File: config.mk
export PLATFORM = sky130hd
export DESIGN_NAME = scoreboard_display
export DESIGN_NICKNAME = d
export VERILOG_FILES = /design/src/rtl/scoreboard_display.sv
export SDC_FILE = /design/constraint.sdc
export NUM_CORES = 1
export LEC_CHECK = 0
export ABC_AREA = 0
export ABC_CLOCK_PERIOD_IN_PS = 5200
export BUFFER_PORTS_ARGS = -buffer_cell sky130_fd_sc_hd__buf_4
export CORE_ASPECT_RATIO = 1.75
export CORE_MARGIN = 2
export CORE_UTILIZATION = 45
export CTS_CLUSTER_DIAMETER = 100
export CTS_CLUSTER_SIZE = 10
export DETAILED_ROUTE_END_ITERATION = 10
export HOLD_SLACK_MARGIN = 0.03
export MAX_ROUTING_LAYER = met4
export PLACE_DENSITY_LB_ADDON = 0.1
export SKIP_LAST_GASP = 1
export SYNTH_ARGS = -nofsm -noshare
export SYNTH_HDL_FRONTEND = slang
export SYNTH_SLANG_ARGS = --single-unit
File: constraint.sdc
create_clock -name clk -period 5.2 [get_ports clk]
set_input_delay 0.52 -clock clk [delete_from_list [all_inputs] [get_ports clk]]
set_output_delay 0.52 -clock clk [all_outputs]
set_load 0.02 [all_outputs]
File: src/rtl/scoreboard_display.sv
// scoreboard_display
//   Drives a 4-digit, active-low, time-multiplexed 7-segment display from the
//   game-logic block's lives/score outputs. Those inputs come from a slower,
//   unrelated clock. Each one is synchronised, and the pair is committed only
//   after it has been stable for a while. Commits that change the game
//   situation (score up, life lost, game over, new game) start timed blink
//   effects through a small FSM.
//   Digit layout: dig3 = lives, dig2 = blank, dig1:dig0 = score in decimal.
//
// Ports
//   clk        display clock
//   rst_n      asynchronous active-low reset
//   lives[1:0] lives from game logic (asynchronous to clk)
//   score[3:0] score 0..15 from game logic (asynchronous to clk)
//   an[3:0]    digit anodes, active-low, one-hot-low
//   seg[6:0]   segments {g,f,e,d,c,b,a}, active-low
//   game_over  high while the FSM is in GAME_OVER
//
// The FSM state is held in the enum-typed signal 'state'.
module scoreboard_display #(
  parameter int REFRESH_DIV  = 100000,
  parameter int STABLE_CYC   = 4,
  parameter int FLASH_CYCLES = 50000000,
  parameter int BLINK_DIV    = 12500000
) (
  input  logic       clk,
  input  logic       rst_n,
  input  logic [1:0] lives,
  input  logic [3:0] score,
  output logic [3:0] an,
  output logic [6:0] seg,
  output logic       game_over
);

  localparam int RW = (REFRESH_DIV > 1) ? $clog2(REFRESH_DIV) : 1;
  localparam int FW = (FLASH_CYCLES > 1) ? $clog2(FLASH_CYCLES) : 1;
  localparam int BW = (BLINK_DIV > 1) ? $clog2(BLINK_DIV) : 1;
  localparam int SW = $clog2(STABLE_CYC + 1);

  localparam logic [RW-1:0] REF_LAST   = RW'(REFRESH_DIV - 1);
  localparam logic [FW-1:0] FLASH_LAST = FW'(FLASH_CYCLES - 1);
  localparam logic [BW-1:0] BLINK_LAST = BW'(BLINK_DIV - 1);
  localparam logic [SW:0]   STB        = (SW + 1)'(STABLE_CYC);

  typedef enum logic [1:0] {
    NORMAL      = 2'd0,
    SCORE_FLASH = 2'd1,
    HIT_FLASH   = 2'd2,
    GAME_OVER   = 2'd3
  } state_t;

  // The synchronisers reset to the committed reset values. If they reset
  // to zero, the filter would see lives=0 right after reset and declare a
  // spurious game over.
  logic [1:0] lives_s1, lives_s2;
  logic [3:0] score_s1, score_s2;

  always_ff @(posedge clk or negedge rst_n) begin
    if (!rst_n) begin
      lives_s1 <= 2'd3;
      lives_s2 <= 2'd3;
      score_s1 <= 4'd0;
      score_s2 <= 4'd0;
    end else begin
      lives_s1 <= lives;
      lives_s2 <= lives_s1;
      score_s1 <= score;
      score_s2 <= score_s1;
    end
  end

  // Stability filter. 'run' counts consecutive identical synced samples,
  // including the current one. A commit fires exactly once, when the run
  // reaches STABLE_CYC. Re-committing an unchanged value is harmless
  // because it raises no event.
  logic [5:0]    samp, cand;
  logic [SW-1:0] stab_cnt;
  logic [SW:0]   run;
  logic          commit;

  assign samp   = {lives_s2, score_s2};
  assign run    = (samp == cand) ? ({1'b0, stab_cnt} + 1'b1) : (SW + 1)'(1);
  assign commit = (run == STB);

  always_ff @(posedge clk or negedge rst_n) begin
    if (!rst_n) begin
      cand     <= {2'd3, 4'd0};
      stab_cnt <= '0;
    end else begin
      cand <= samp;
      if (run <= STB) stab_cnt <= run[SW-1:0];
    end
  end

  logic [1:0] lives_c;
  logic [3:0] score_c;

  always_ff @(posedge clk or negedge rst_n) begin
    if (!rst_n) begin
      lives_c <= 2'd3;
      score_c <= 4'd0;
    end else if (commit) begin
      lives_c <= samp[5:4];
      score_c <= samp[3:0];
    end
  end

  // Events compare the value being committed with the value it replaces.
  logic ev_go, ev_newg, ev_hit, ev_scr;

  assign ev_go   = commit && (samp[5:4] == 2'd0);
  assign ev_newg = commit && (samp[5:4] > lives_c);
  assign ev_hit  = commit && (samp[5:4] < lives_c) && (samp[5:4] != 2'd0);
  assign ev_scr  = commit && (samp[3:0] > score_c);

  state_t        state, state_nx;
  logic          enter;
  logic [FW-1:0] flash_cnt;
  logic          flash_done;
  logic          in_flash;

  assign in_flash   = (state == SCORE_FLASH) || (state == HIT_FLASH);
  assign flash_done = (flash_cnt == FLASH_LAST);

  // 'enter' marks any event-driven transition, self re-triggers included.
  // It restarts the flash timer and the blink phase.
  always_comb begin
    state_nx = state;
    enter    = 1'b0;
    if (ev_go) begin
      state_nx = GAME_OVER;
      enter    = 1'b1;
    end else if (state == GAME_OVER) begin
      if (ev_newg) begin
        state_nx = NORMAL;
        enter    = 1'b1;
      end
    end else if (ev_newg) begin
      state_nx = NORMAL;
      enter    = 1'b1;
    end else if (ev_hit) begin
      state_nx = HIT_FLASH;
      enter    = 1'b1;
    end else if (ev_scr) begin
      state_nx = SCORE_FLASH;
      enter    = 1'b1;
    end else if (in_flash && flash_done) begin
      state_nx = NORMAL;
      enter    = 1'b1;
    end
  end

  always_ff @(posedge clk or negedge rst_n) begin
    if (!rst_n) state <= NORMAL;
    else        state <= state_nx;
  end

  always_ff @(posedge clk or negedge rst_n) begin
    if (!rst_n)        flash_cnt <= '0;
    else if (enter)    flash_cnt <= '0;
    else if (in_flash) flash_cnt <= flash_cnt + 1'b1;
  end

  logic          blink_on;
  logic [BW-1:0] blink_cnt;

  always_ff @(posedge clk or negedge rst_n) begin
    if (!rst_n) begin
      blink_cnt <= '0;
      blink_on  <= 1'b1;
    end else if (enter) begin
      blink_cnt <= '0;
      blink_on  <= 1'b1;
    end else if (blink_cnt == BLINK_LAST) begin
      blink_cnt <= '0;
      blink_on  <= ~blink_on;
    end else begin
      blink_cnt <= blink_cnt + 1'b1;
    end
  end

  logic [RW-1:0] ref_cnt;
  logic [1:0]    idx;

  always_ff @(posedge clk or negedge rst_n) begin
    if (!rst_n) begin
      ref_cnt <= '0;
      idx     <= 2'd0;
    end else if (ref_cnt == REF_LAST) begin
      ref_cnt <= '0;
      idx     <= idx + 2'd1;
    end else begin
      ref_cnt <= ref_cnt + 1'b1;
    end
  end

  function automatic logic [6:0] seg_code(input logic [3:0] v);
    case (v)
      4'd0:    seg_code = 7'b1000000;
      4'd1:    seg_code = 7'b1111001;
      4'd2:    seg_code = 7'b0100100;
      4'd3:    seg_code = 7'b0110000;
      4'd4:    seg_code = 7'b0011001;
      4'd5:    seg_code = 7'b0010010;
      4'd6:    seg_code = 7'b0000010;
      4'd7:    seg_code = 7'b1111000;
      4'd8:    seg_code = 7'b0000000;
      4'd9:    seg_code = 7'b0010000;
      default: seg_code = 7'h7F;
    endcase
  endfunction

  // The score never exceeds 15, so the decimal split is a single compare.
  logic       ge10;
  logic [3:0] ones, tens;
  logic [3:0] dig_val;
  logic       dig_blank;

  assign ge10 = (score_c >= 4'd10);
  assign ones = ge10 ? (score_c - 4'd10) : score_c;
  assign tens = {3'b000, ge10};

  always_comb begin
    dig_val   = 4'd0;
    dig_blank = 1'b1;
    case (idx)
      2'd0: begin
        dig_val   = ones;
        dig_blank = 1'b0;
      end
      2'd1: begin
        dig_val   = tens;
        dig_blank = !ge10;
      end
      2'd3: begin
        dig_val   = {2'b00, lives_c};
        dig_blank = 1'b0;
      end
      default: dig_blank = 1'b1;
    endcase
    if (!blink_on) begin
      case (state)
        SCORE_FLASH: if (!idx[1])      dig_blank = 1'b1;
        HIT_FLASH:   if (idx == 2'd3)  dig_blank = 1'b1;
        GAME_OVER:                     dig_blank = 1'b1;
        default:                       ;
      endcase
    end
  end

  always_ff @(posedge clk or negedge rst_n) begin
    if (!rst_n) begin
      an  <= 4'b1111;
      seg <= 7'h7F;
    end else begin
      an  <= ~(4'b0001 << idx);
      seg <= dig_blank ? 7'h7F : seg_code(dig_val);
    end
  end

  assign game_over = (state == GAME_OVER);

endmodule

* Word level (Yosys, flattened, before mapping)
Memory sizes are Yosys's and may differ from the RTL's. Cells that the tools add are included.
Word-level totals: memories 1, bits in registers 110, ROM bits 112, latch bits 0, input bits 8, RAM bits 0, output and inout port bits 12
Memories:
- (name not given) | words 16, width 7, rd ports 1, clocked after Yosys merged registers in 0, write ports 0, line 198 | case (v)
Cells by class: multiplexer cells 30, shift-type cells 1, order comparisons 5, div/mod/pow operators 0, multiply operators 0, reductions and logical operators 16, bitwise logic cells 2, add/sub/neg operators 6, eq/ne operators 11
Operators with widths (number):
- $mux 26 | 2
- $mux 24 | 2
- $add 26x1->26 const B | 1
- $eq 26x26->1 const B | 1
- $add 24x1->24 const B | 1
- $eq 24x24->1 const B | 1
- $add 17x1->17 const B | 1
- $eq 17x17->1 const B | 1
- $mux 17 | 1
- $mux 2 | 7
- $mux 1 | 12
- $pmux 4 s3 | 1
- $mux 4 | 2
- $mux 7 | 1
- $eq 2x2->1 const B | 3
- $eq 6x6->1 | 1
- $logic_and 1x1->1 | 6
- $reduce_bool 2->1 | 3
- $reduce_bool 5->1 | 1
- $add 3x1->4 const B | 1
- $eq 2x1->1 const B | 2
- $eq 4x3->1 const B | 1
- $ge 4x4->1 const B | 1
- $gt 4x4->1 | 1
- 16 further kinds | 17

* Depth between registers and ports, before layout
Gate-level depths: netlist of run 1.
depth in word-level cells 10, mapped depth 10

* Least setup slack after synthesis of run 1
OpenSTA, ideal clock, no wires.
kind register to register, from reg state[1], to reg state[1], data required time 5.078 ns, data arrival time 1.950 ns, setup time 0.122 ns, clock period less this slack 2.071 ns, stages on the path, launching flop included 9, slack 3.129 ns, cells stage by stage dfrtp_1 inv_1 ha_1 and3_1 buf_6 nand2_4 nor4_4 inv_2 a32o_1
On the way: word-level cells in the longest chain between the ends 5
Ends and longest elaborated chain:
- from (decl) | line 116 | state_t state, state_nx;
- from (signal assigned) | line 155 | else state <= state_nx;
- $eq 2x1->1 / $eq 2x2->1 (equally long branches) | line 122 | assign in_flash = (state == SCORE_FLASH) || (state == HIT_FLASH);
- $logic_or 1x1->1 | line 122
- $logic_and 1x1->1 | line 147 | end else if (in_flash && flash_done) begin
- $reduce_bool 5->1 (no line)
- $reduce_and 2->1 (no line)
Parallel ways exist; a longest one is shown, timed or not. A chain may end at the register's enable or synchronous reset.

* Final worst setup path of run 1
from reg stab_cnt[0], to reg blink_cnt[23]
On the way: word-level cells in the longest chain between the ends 10
Ends and longest elaborated chain:
- from (decl) | line 77 | logic [SW-1:0] stab_cnt;
- from (signal assigned) | line 91 | if (run <= STB) stab_cnt <= run[SW-1:0];
- $add 3x1->4 * | line 82 | assign run = (samp == cand) ? ({1'b0, stab_cnt} + 1'b1) : (SW + 1)'(1);
- $mux 4 * | line 82
- $eq 4x3->1 * | line 83 | assign commit = (run == STB);
- $logic_and 1x1->1, on equally long branches | line 114, 113
- $mux 1 / $logic_and 1x1->1 (equally long branches) | line 144, 113
- $mux 1 | line 141 | end else if (ev_hit) begin
- $mux 1 | line 138 | end else if (ev_newg) begin
- $mux 1 | line 133 | end else if (state == GAME_OVER) begin
- $mux 1 * | line 130 | if (ev_go) begin
- $mux 24 * | line 171 | end else if (enter) begin
- to (signal assigned) | line 178 | blink_cnt <= blink_cnt + 1'b1;
- to (decl) | line 165 | logic [BW-1:0] blink_cnt;
Every way passes the cells marked *; elsewhere a longest branch is shown, timed or not.

==> run summary, run 1 <==
Die area = 13650 µm²
Critical-path maximum fanout = 52
#FFs+latches synth = 110
Critical path required time = 5.43 ns
Nets = 590
Detailed Routing Iterations Pass 1 = 4
R2r setup slk = 2.18 ns
Setup TNS = 0 ns
Area contributors post-synth = dfrtp_1, dfstp_2, xnor2_1
Fill count = 1212
Die height = 153.1 µm
# rows = 54
Count leader, synth = dfrtp_1
Synthesized net count = 573
Critical Path AT = 3.25 ns
Outcome = complete, no violations
Initial DRC count = 136
Seq/Total Area, Yosys = 0.4861
Slew Viols, Final = 0
Most frequent cells after synthesis = dfrtp_1, nand2_1, nor2_1, xnor2_1, nor3_1
Max Cap Viol = 0
First-pass GRT wire length = 18600 µm
Clock Tree Buf Depth = 2
CTS tree = yes
Reg2Reg Depth = 6
Core region area = 12430 µm²
Slew margin rel. = 0.2477
Area of the mapped netlist = 5714 µm²
Minimum clock period = 3.018 ns
Most area-hungry cell type in the Yosys netlist = dfrtp_1
Post-synth EDFFs = 0
Power density over the cells = 257.6 nW/µm²
Top-level port count = 20
Clock-pin slew on the worst setup and hold paths = 0.07 ns
Synth warnings = 0
Via count = 3955
Clk_lat worst skew = 0.35 ns
Syn Area/Cell = 10.60 µm²
Worst Tran Pin Value = 1.119 ns
Hold buffer count at CTS = 0
Post-Syn Instances = 539
Vias per cell = 5.425
Final Hold Vio Count = 0
Pwr Total = 1.610 mW
RSZ-0062 raised after global routing = false
Routability cong. = 0.8227
Critical path class = reg2reg
Setup violators final = 0
Leakage = 2.734 nW
M1 WL = 4568 µm
Num Clock Sinks = 110
Worst vdd ir = 0.1455 mV
Max Freq = 331.3 MHz
Antenna violations before repair = 0
CP startpoint kind = flip-flop
Horiz. Die Dim = 89.19 µm
Layout cell share with drive strength beyond 1 = 0.1444
H-tree depth = 3
Crit path from = stab_cnt[0]
Top Metal Used = met4
Met3 wire length = 255 µm
Number of diodes = 0
GRT Total Usage = 0.1778
Pin count of the biggest net entering global routing = 69
Most used DFF post-synth = dfrtp_1
Unique masters post-synth = 67
Starting Density = 0.4596
Clock Skews = 0.009477 ns
Post-CTS setup buffer count = 0
Routed len/inst = 15.14 µm
DP Wirelength = 7847 µm
Vias in the first global route = 3997
CP Capture Type = flip-flop
CTS Buf Count = 9
Remaining antenna violation count after routing = 0
Port Buffer Count = 19
Total grt overflow = 0
Area Growth Syn to Fin = 9.415%
Yosys top cell area share = 0.3941
Ys async rst share = 1.000
DRC Markers = 0
Min-delay worst type = in2async
Period utilisation layout = 0.5804
Routed wl met2 = 5938 µm
Post_cts resized = 0
RR Startpoint = stab_cnt[0]
Routed WL = 11040 µm
Reg2reg end = blink_cnt[23]
Clk root buf = clkbuf_16
## logic make-up after synthesis
kind of cell | share of synthesized area
AND/OR/NAND/NOR | 0.2472
flip-flops | 0.4861
XOR/XNOR | 0.1073
AO/OA/AOI/OAI | 0.05715
buffers and inverters | 0.03788
adder cells (fa/ha/maj) | 0.05693
multiplexers | 0.007445
## through the flow
step / hold WS, ns / instance area [µm²] / setup WS (ns) / instances / utilization
after floorplan: 0.2244 / 5714 / 3.129 / 539 / -
after global placement: 0.3321 / 5976 / 2.245 / 713 / 0.4807
after detailed placement: 0.3347 / 5976 / 2.176 / 713 / 0.4807
after CTS: 0.2630 / 6252 / 2.163 / 729 / 0.5029
after global routing: 0.2587 / 6252 / 1.958 / 729 / 0.5029
final: 0.2721 / 6252 / 2.182 / 729 / 0.5029
## worst max path at each step
stage                    endpoint  slack (ns)  cells past startpoint
floorplan                state[1]        3.13                      8
global placement    blink_cnt[20]        2.25                      5
detailed placement  blink_cnt[23]        2.18                      6
CTS                 blink_cnt[23]        2.16                      6
global route        blink_cnt[23]        1.96                      6
finish              blink_cnt[23]        2.18                      6
## layout make-up
type,count,area [µm²],share of cell area
Sequential cell,110,2778,0.4443
Multi-Input combinational cell,385,2721,0.4353
Timing Repair Buffer,21,157.7,0.02522
Tap cell,168,210.2,0.03362
Inverter,29,108.9,0.01741
Clock buffer,10,229.0,0.03662
Clock inverter,6,47.55,0.007605
## power by group
group	leakage (nW)	total (mW)	internal (mW)	switching, mW
Clock	0.133	0.646	0.330	0.317
Sequential	1.40	0.903	0.878	0.0246
Combinational	1.20	0.0612	0.0245	0.0367
Total	2.73	1.61	1.23	0.378
## placed cells by master, fill, tap and decap left out, types with 5 or more instances in the layout
cell type | netlist | layout
clkbuf_16 | 0 | 9
nand4_1 | 21 | 21
and4b_1 | 7 | 7
o21ai_0 | 15 | 15
nor4_1 | 9 | 9
nand2_1 | 43 | 43
dfstp_2 | 20 | 20
a21oi_1 | 10 | 10
inv_1 | 28 | 28
nor3_1 | 37 | 37
xor2_1 | 29 | 29
ha_1 | 26 | 26
nand3_1 | 19 | 19
nor4b_1 | 5 | 5
buf_4 | 2 | 21
dfrtp_1 | 90 | 90
nor2_1 | 42 | 42
xnor2_1 | 41 | 41
and3_1 | 9 | 9
nor4_4 | 5 | 5
## critical path, cell delays in order, from the launching register on
cell     delay [ns]
dfrtp_1        0.44
ha_1           0.30
nor3b_1        0.26
a21oi_1        0.11
nor4_4         0.50
o31a_2         0.98
and4b_1        0.29
## layer usage
metal  up-vias  global-route usage
met2        57              0.3044
met5         -                   -
met1      1949              0.2013
met3        20             0.03186
met4         0             0.06752
li1       1929                   -
## sequential cells by signal (all words and copies together), names as in the netlist, 3 cells and up
name,flops
flash_cnt,26
an,4
score_c,4
score_s1,4
cand,6
blink_cnt,24
ref_cnt,17
score_s2,4
stab_cnt,3
seg,7
Note: power is estimated with default switching activity, not from simulation.
==> run 2, diff against run 1 <==
--- a/config.mk
+++ b/config.mk
@@ -6,7 +6,7 @@
 export NUM_CORES = 1
 export LEC_CHECK = 0
 export ABC_AREA = 0
-export ABC_CLOCK_PERIOD_IN_PS = 5200
+export ABC_CLOCK_PERIOD_IN_PS = 2700
 export BUFFER_PORTS_ARGS = -buffer_cell sky130_fd_sc_hd__buf_4
 export CORE_ASPECT_RATIO = 1.75
 export CORE_MARGIN = 2
==> constraint.sdc (replaced) <==
create_clock -name clk -period 2.7 [get_ports clk]
set_input_delay 0.27 -clock clk [delete_from_list [all_inputs] [get_ports clk]]
set_output_delay 0.27 -clock clk [all_outputs]
set_load 0.02 [all_outputs]
==> run 2 against run 1 <==
Count of clock-buffer cells in the layout up 1. Design area grew 2.5%. Clock skew rose by 0.0038 ns. Utilization up 1.2 points. Combinational power rose by 110%. Critical path depth is 1 higher. Largest power group unchanged.
==> run summary, run 2 (synthesized netlist as in run 1, its figures left out) <==
Min-delay src = score_s1[1]
Fill count = 1151
Antenna violations before repair = 0
Clock-pin slew on the worst setup and hold paths = 0.07 ns
Comb pwr share = 0.042
Period utilisation layout = 0.8428
Commonest non-fill, non-tap cell in the layout = dfrtp_1
CP Capture Type = flip-flop
Internal power = 2.375 mW
Worst vdd ir = 0.3383 mV
Pin count of the biggest net entering global routing = 55
Min-Delay Endpoint = score_s2[1]
First-pass GRT wire length = 18950 µm
Area Growth Syn to Fin = 12.11%
H-tree depth = 3
Initial DRC count = 145
CP startpoint kind = flip-flop
Fin cells = 743
Clk_lat worst skew = 0.35 ns
Critical-path maximum fanout = 26
Clk root buf = clkbuf_16
R2r setup slk = 0.42 ns
DP Cell Count = 720
Max Cap Viol = 0
Die area = 13650 µm²
Setup TNS = 0 ns
Horiz. Die Dim = 89.19 µm
Port Buffer Count = 19
Clk pwr share = 0.393
Most frequent cells in the layout = dfrtp_1, nand2_1, nor2_1
CP Depth = 7
Reg2reg end = state[0]
Critical path class = reg2reg
Max Freq = 439.5 MHz
Vias per cell = 5.370
Setup violators final = 0
Crit-path leading delay family = simple AND/OR/NAND/NOR gates
Nets = 604
Register share of total power = 0.565
WP buf/inv = 2
Layout cell share with drive strength beyond 1 = 0.1513
Routed WL = 11200 µm
Final Hold Vio Count = 0
Clock Skews = 0.01328 ns
Via count = 3990
Critical path required time = 2.92 ns
Num Clock Sinks = 110
Routed len/inst = 15.08 µm
Max reg flops = 26
Total grt overflow = 0
Reg2Reg Depth = 7
Starting Density = 0.4596
Vias in the first global route = 4023
Slew margin rel. = 0.5538
WHS = 0.3495 ns
Remaining antenna violation count after routing = 0
CP max stage cell = and3_1
Worst Tran Pin Value = 0.6693 ns
RR Startpoint = state[0]
Power density over the cells = 480.0 nW/µm²
DP Wirelength = 7915 µm
Number of diodes = 0
Largest registers = flash_cnt x26, blink_cnt x24, ref_cnt x17
CTS Buf Count = 9
RSZ-0062 raised after global routing = false
Switching pwr = 0.7001 mW
GRT Total Usage = 0.1801
Core region area = 12430 µm²
Slew Viols, Final = 0
CTS tree = yes
Leakage = 2.789 nW
Net Sw Frac = 0.2277
DRC Markers = 0
Min-delay worst type = reg2reg
Post-CTS setup buffer count = 0
Routability cong. = 0.8157
# rows = 54
Top-level port count = 20
Die height = 153.1 µm
Critical Path AT = 2.50 ns
Largest stage delay, worst path = 0.41 ns
Clock Tree Buf Depth = 2
Worst hold path depth = 0
Crit-path cells = inv_1 -> ha_1 -> and3_1 -> nand3_4 -> nor4_4 -> buf_12 -> o32ai_1
Reg with most FFs = flash_cnt
Outcome = complete, no violations
Detailed Routing Iterations Pass 1 = 4
Minimum clock period = 2.275 ns
-- run 2: changes by cell type in the layout (fill, tap and decap cells not counted) --
| cell | change |
|---|---|
| dlygate4sd3_1 | +7 |
| buf_4 | +4 |
| clkinvlp_4 | +4 |
| buf_12 | +3 |
| clkinv_4 | -2 |
| inv_6 | -2 |
| clkbuf_1 | +1 |
| clkinv_2 | -1 |
-- run 2: what timing repair did --
action	4_1_cts	5_1_grt
hold buffers	7	0
resized for setup	0	0
hold endpoints to repair	40	0
setup endpoints to repair	0	0
-- run 2: power by group through the flow --
| stage | clock, mW | sequential (mW) | combinational (mW) |
|---|---|---|---|
| 3_5_place_dp | 0 | 1.77 | 0.124 |
| 4_1_cts | 1.26 | 1.74 | 0.134 |
| 2_1_floorplan | 0 | 1.76 | 0.0671 |
| 3_3_place_gp | 0 | 1.77 | 0.121 |
| 5_1_grt | 1.33 | 1.75 | 0.152 |
| 6_report | 1.21 | 1.74 | 0.129 |
-- run 2: area by class of cell --
class	count	area, µm²	share of cell area
multi-input combinational	385	2721	0.4248
tap	168	210.2	0.03281
timing repair buffer	35	317.8	0.04961
clock inverter	5	37.54	0.005859
inverter	29	108.9	0.01699
sequential	110	2778	0.4336
clock buffer	11	232.7	0.03633
-- run 2: worst max-delay path by stage --
stage	slack, ns	end	from
after global placement	0.47	blink_on	score_c[3]
after detailed placement	0.43	state[0]	state[0]
final	0.42	state[0]	state[0]
after CTS	0.41	state[0]	state[0]
after floorplan	0.63	state[1]	state[1]
after global routing	0.29	state[0]	state[1]
-- run 2: layer usage --
metal / vias to the layer above / global-route usage / part of all wire
met4: 0 / 0.05899 / 0.019
li1: 1971 / - / -
met1: 1964 / 0.2078 / 0.42
met3: 17 / 0.02808 / 0.015
met2: 38 / 0.3118 / 0.55
met5: - / - / 0
-- run 2: metrics by stage --
| step | setup WS, ns | area (µm²) | power (mW) | util |
|---|---|---|---|---|
| floorplan | 0.6285 | 5714 | 1.826 | - |
| global placement | 0.4721 | 6066 | 1.888 | 0.4879 |
| detailed placement | 0.4271 | 6066 | 1.895 | 0.4879 |
| CTS | 0.4052 | 6406 | 3.130 | 0.5153 |
| global route | 0.2905 | 6406 | 3.230 | 0.5153 |
| finish | 0.4245 | 6406 | 3.075 | 0.5153 |
==> run 3, diff against run 2 <==
--- a/config.mk
+++ b/config.mk
@@ -6,7 +6,7 @@
 export NUM_CORES = 1
 export LEC_CHECK = 0
 export ABC_AREA = 0
-export ABC_CLOCK_PERIOD_IN_PS = 2700
+export ABC_CLOCK_PERIOD_IN_PS = 2400
 export BUFFER_PORTS_ARGS = -buffer_cell sky130_fd_sc_hd__buf_4
 export CORE_ASPECT_RATIO = 1.75
 export CORE_MARGIN = 2
==> constraint.sdc (replaced) <==
create_clock -name clk -period 2.4 [get_ports clk]
set_input_delay 0.24 -clock clk [delete_from_list [all_inputs] [get_ports clk]]
set_output_delay 0.24 -clock clk [all_outputs]
set_load 0.02 [all_outputs]
==> run 3 against run 2 <==
Largest power group unchanged. Design area is 1.6% higher. Global-route usage is 0.79 points higher. Utilization is 0.82 points higher. Clock skew is 0.00071 ns lower. Combinational power is 18% higher. Register-to-register slack worse by 0.23 ns. Maximum frequency is 3.4% higher. Count of clock-buffer cells in the layout stayed put. Die area stayed put. Worst hold slack better by 0.0074 ns. Setup slack worse by 0.23 ns.
==> run summary, run 3 (synthesized netlist as in run 1, its figures left out) <==
Minimum clock period = 2.201 ns
Worst hold path depth = 0
CP Capture Type = flip-flop
Power density over the cells = 554.8 nW/µm²
Vias in the first global route = 4258
Clk pwr share = 0.416
Setup violators final = 0
WHS = 0.3568 ns
Remaining antenna violation count after routing = 0
RSZ-0062 raised after global routing = false
Vias per cell = 5.399
Clk_lat worst skew = 0.35 ns
Min-delay worst type = reg2reg
Reg2Reg Depth = 7
Starting Density = 0.4596
Final setup margin = 0.1993 ns
Critical path class = reg2reg
Outcome = complete, no violations
DP Wirelength = 8436 µm
Critical Path AT = 2.45 ns
Fill count = 1160
Nets = 612
Die area = 13650 µm²
Clk root buf = clkbuf_16
Reg with most FFs = flash_cnt
Pin count of the biggest net entering global routing = 50
Clock Tree Buf Depth = 2
CP startpoint kind = flip-flop
CTS Buf Count = 9
Finished Cell Area = 6507 µm²
CTS tree = yes
Slew Viols, Final = 0
Worst Tran Pin Value = 0.6780 ns
Slew margin rel. = 0.5438
Internal power = 2.809 mW
Net Sw Frac = 0.2220
Initial DRC count = 166
Core region area = 12430 µm²
Max Cap Viol = 0
Number of diodes = 0
Leakage = 2.866 nW
Comb pwr share = 0.042
Clock-pin slew on the worst setup and hold paths = 0.07 ns
Num Clock Sinks = 110
First-pass GRT wire length = 19730 µm
Layout cell share with drive strength beyond 1 = 0.1664
Most frequent cells in the layout = dfrtp_1, nand2_1, nor2_1
Worst vdd ir = 0.3431 mV
DRC Markers = 0
Via count = 4055
Routability cong. = 0.8626
Horiz. Die Dim = 89.19 µm
Total grt overflow = 0
Clock Skews = 0.01258 ns
Antenna violations before repair = 0
Top-level port count = 20
Setup TNS = 0 ns
Die height = 153.1 µm
Period utilisation layout = 0.9170
Placed inst area = 6126 µm²
GRT Total Usage = 0.1881
Largest registers = flash_cnt x26, blink_cnt x24, ref_cnt x17
DP Cell Count = 728
Register share of total power = 0.542
Max reg flops = 26
Pwr Total = 3.610 mW
Port Buffer Count = 19
Routed WL = 11550 µm
Routed len/inst = 15.38 µm
Pre-CTS setup slack = 0.07950 ns
Commonest non-fill, non-tap cell in the layout = dfrtp_1
Final Util = 0.5235
Switching pwr = 0.8015 mW
Critical-path maximum fanout = 17
Fin cells = 751
H-tree depth = 3
Area Growth Syn to Fin = 13.88%
# rows = 54
Max Freq = 454.4 MHz
Final Hold Vio Count = 0
Detailed Routing Iterations Pass 1 = 5
Critical path required time = 2.65 ns
[run 3: changes by cell type in the layout (fill, tap and decap cells not counted), sizes merged]
cell,delta
clkinv,+3
buf,+8
bufinv,+1
clkinvlp,-4
[run 3: final timing paths]
check                            start      endpoint  slack [ns]
setup / recovery            score_c[3]  blink_cnt[5]        0.20
hold / removal             lives_s1[0]   lives_s2[0]        0.36
setup reg to reg            score_c[3]  blink_cnt[5]        0.20
hold reg to reg            lives_s1[0]   lives_s2[0]        0.36
max in group asynchronous        rst_n  blink_cnt[9]        1.17
min in group asynchronous        rst_n   stab_cnt[0]        0.46
[run 3: power groups by stage]
stage	logic (mW)	clock network, mW	registers [mW]
3_5_place_dp	0.144	0	1.99
3_3_place_gp	0.139	0	1.99
2_1_floorplan	0.0755	0	1.98
6_report	0.152	1.50	1.96
5_1_grt	0.175	1.64	1.96
4_1_cts	0.155	1.56	1.95
[run 3: final cells by class]
class,count,area (µm²),area share
clock buffer,11,242.7,0.03730
tap,168,210.2,0.03230
multi-input combinational,385,2730,0.4195
timing repair buffer,43,377.9,0.05807
sequential,110,2778,0.4268
inverter,29,108.9,0.01673
clock inverter,5,60.06,0.009229
[run 3: critical path, cell delays in order, from the launching register on]
cell     delay, ns
dfrtp_1       0.48
inv_1         0.12
ha_1          0.33
a21oi_1       0.18
a21oi_1       0.13
o31a_4        0.48
buf_4         0.18
nor3_1        0.20
[run 3: what timing repair did]
item,4_1_cts,5_1_grt
setup buffers,0,0
endpoints found under the hold margin,41,0
resized for setup,0,2
hold buffers,7,0
endpoints found under the setup margin,0,34
[run 3: per-layer routing]
layer / up-vias / share of wire / track usage / routed length [µm]
met2: 35 / 0.57 / 0.3372 / 6535
met4: 0 / 0.021 / 0.07321 / 239
met1: 2026 / 0.40 / 0.2011 / 4579
met5: - / 0 / - / 0
li1: 1977 / - / - / -
met3: 17 / 0.017 / 0.02700 / 199
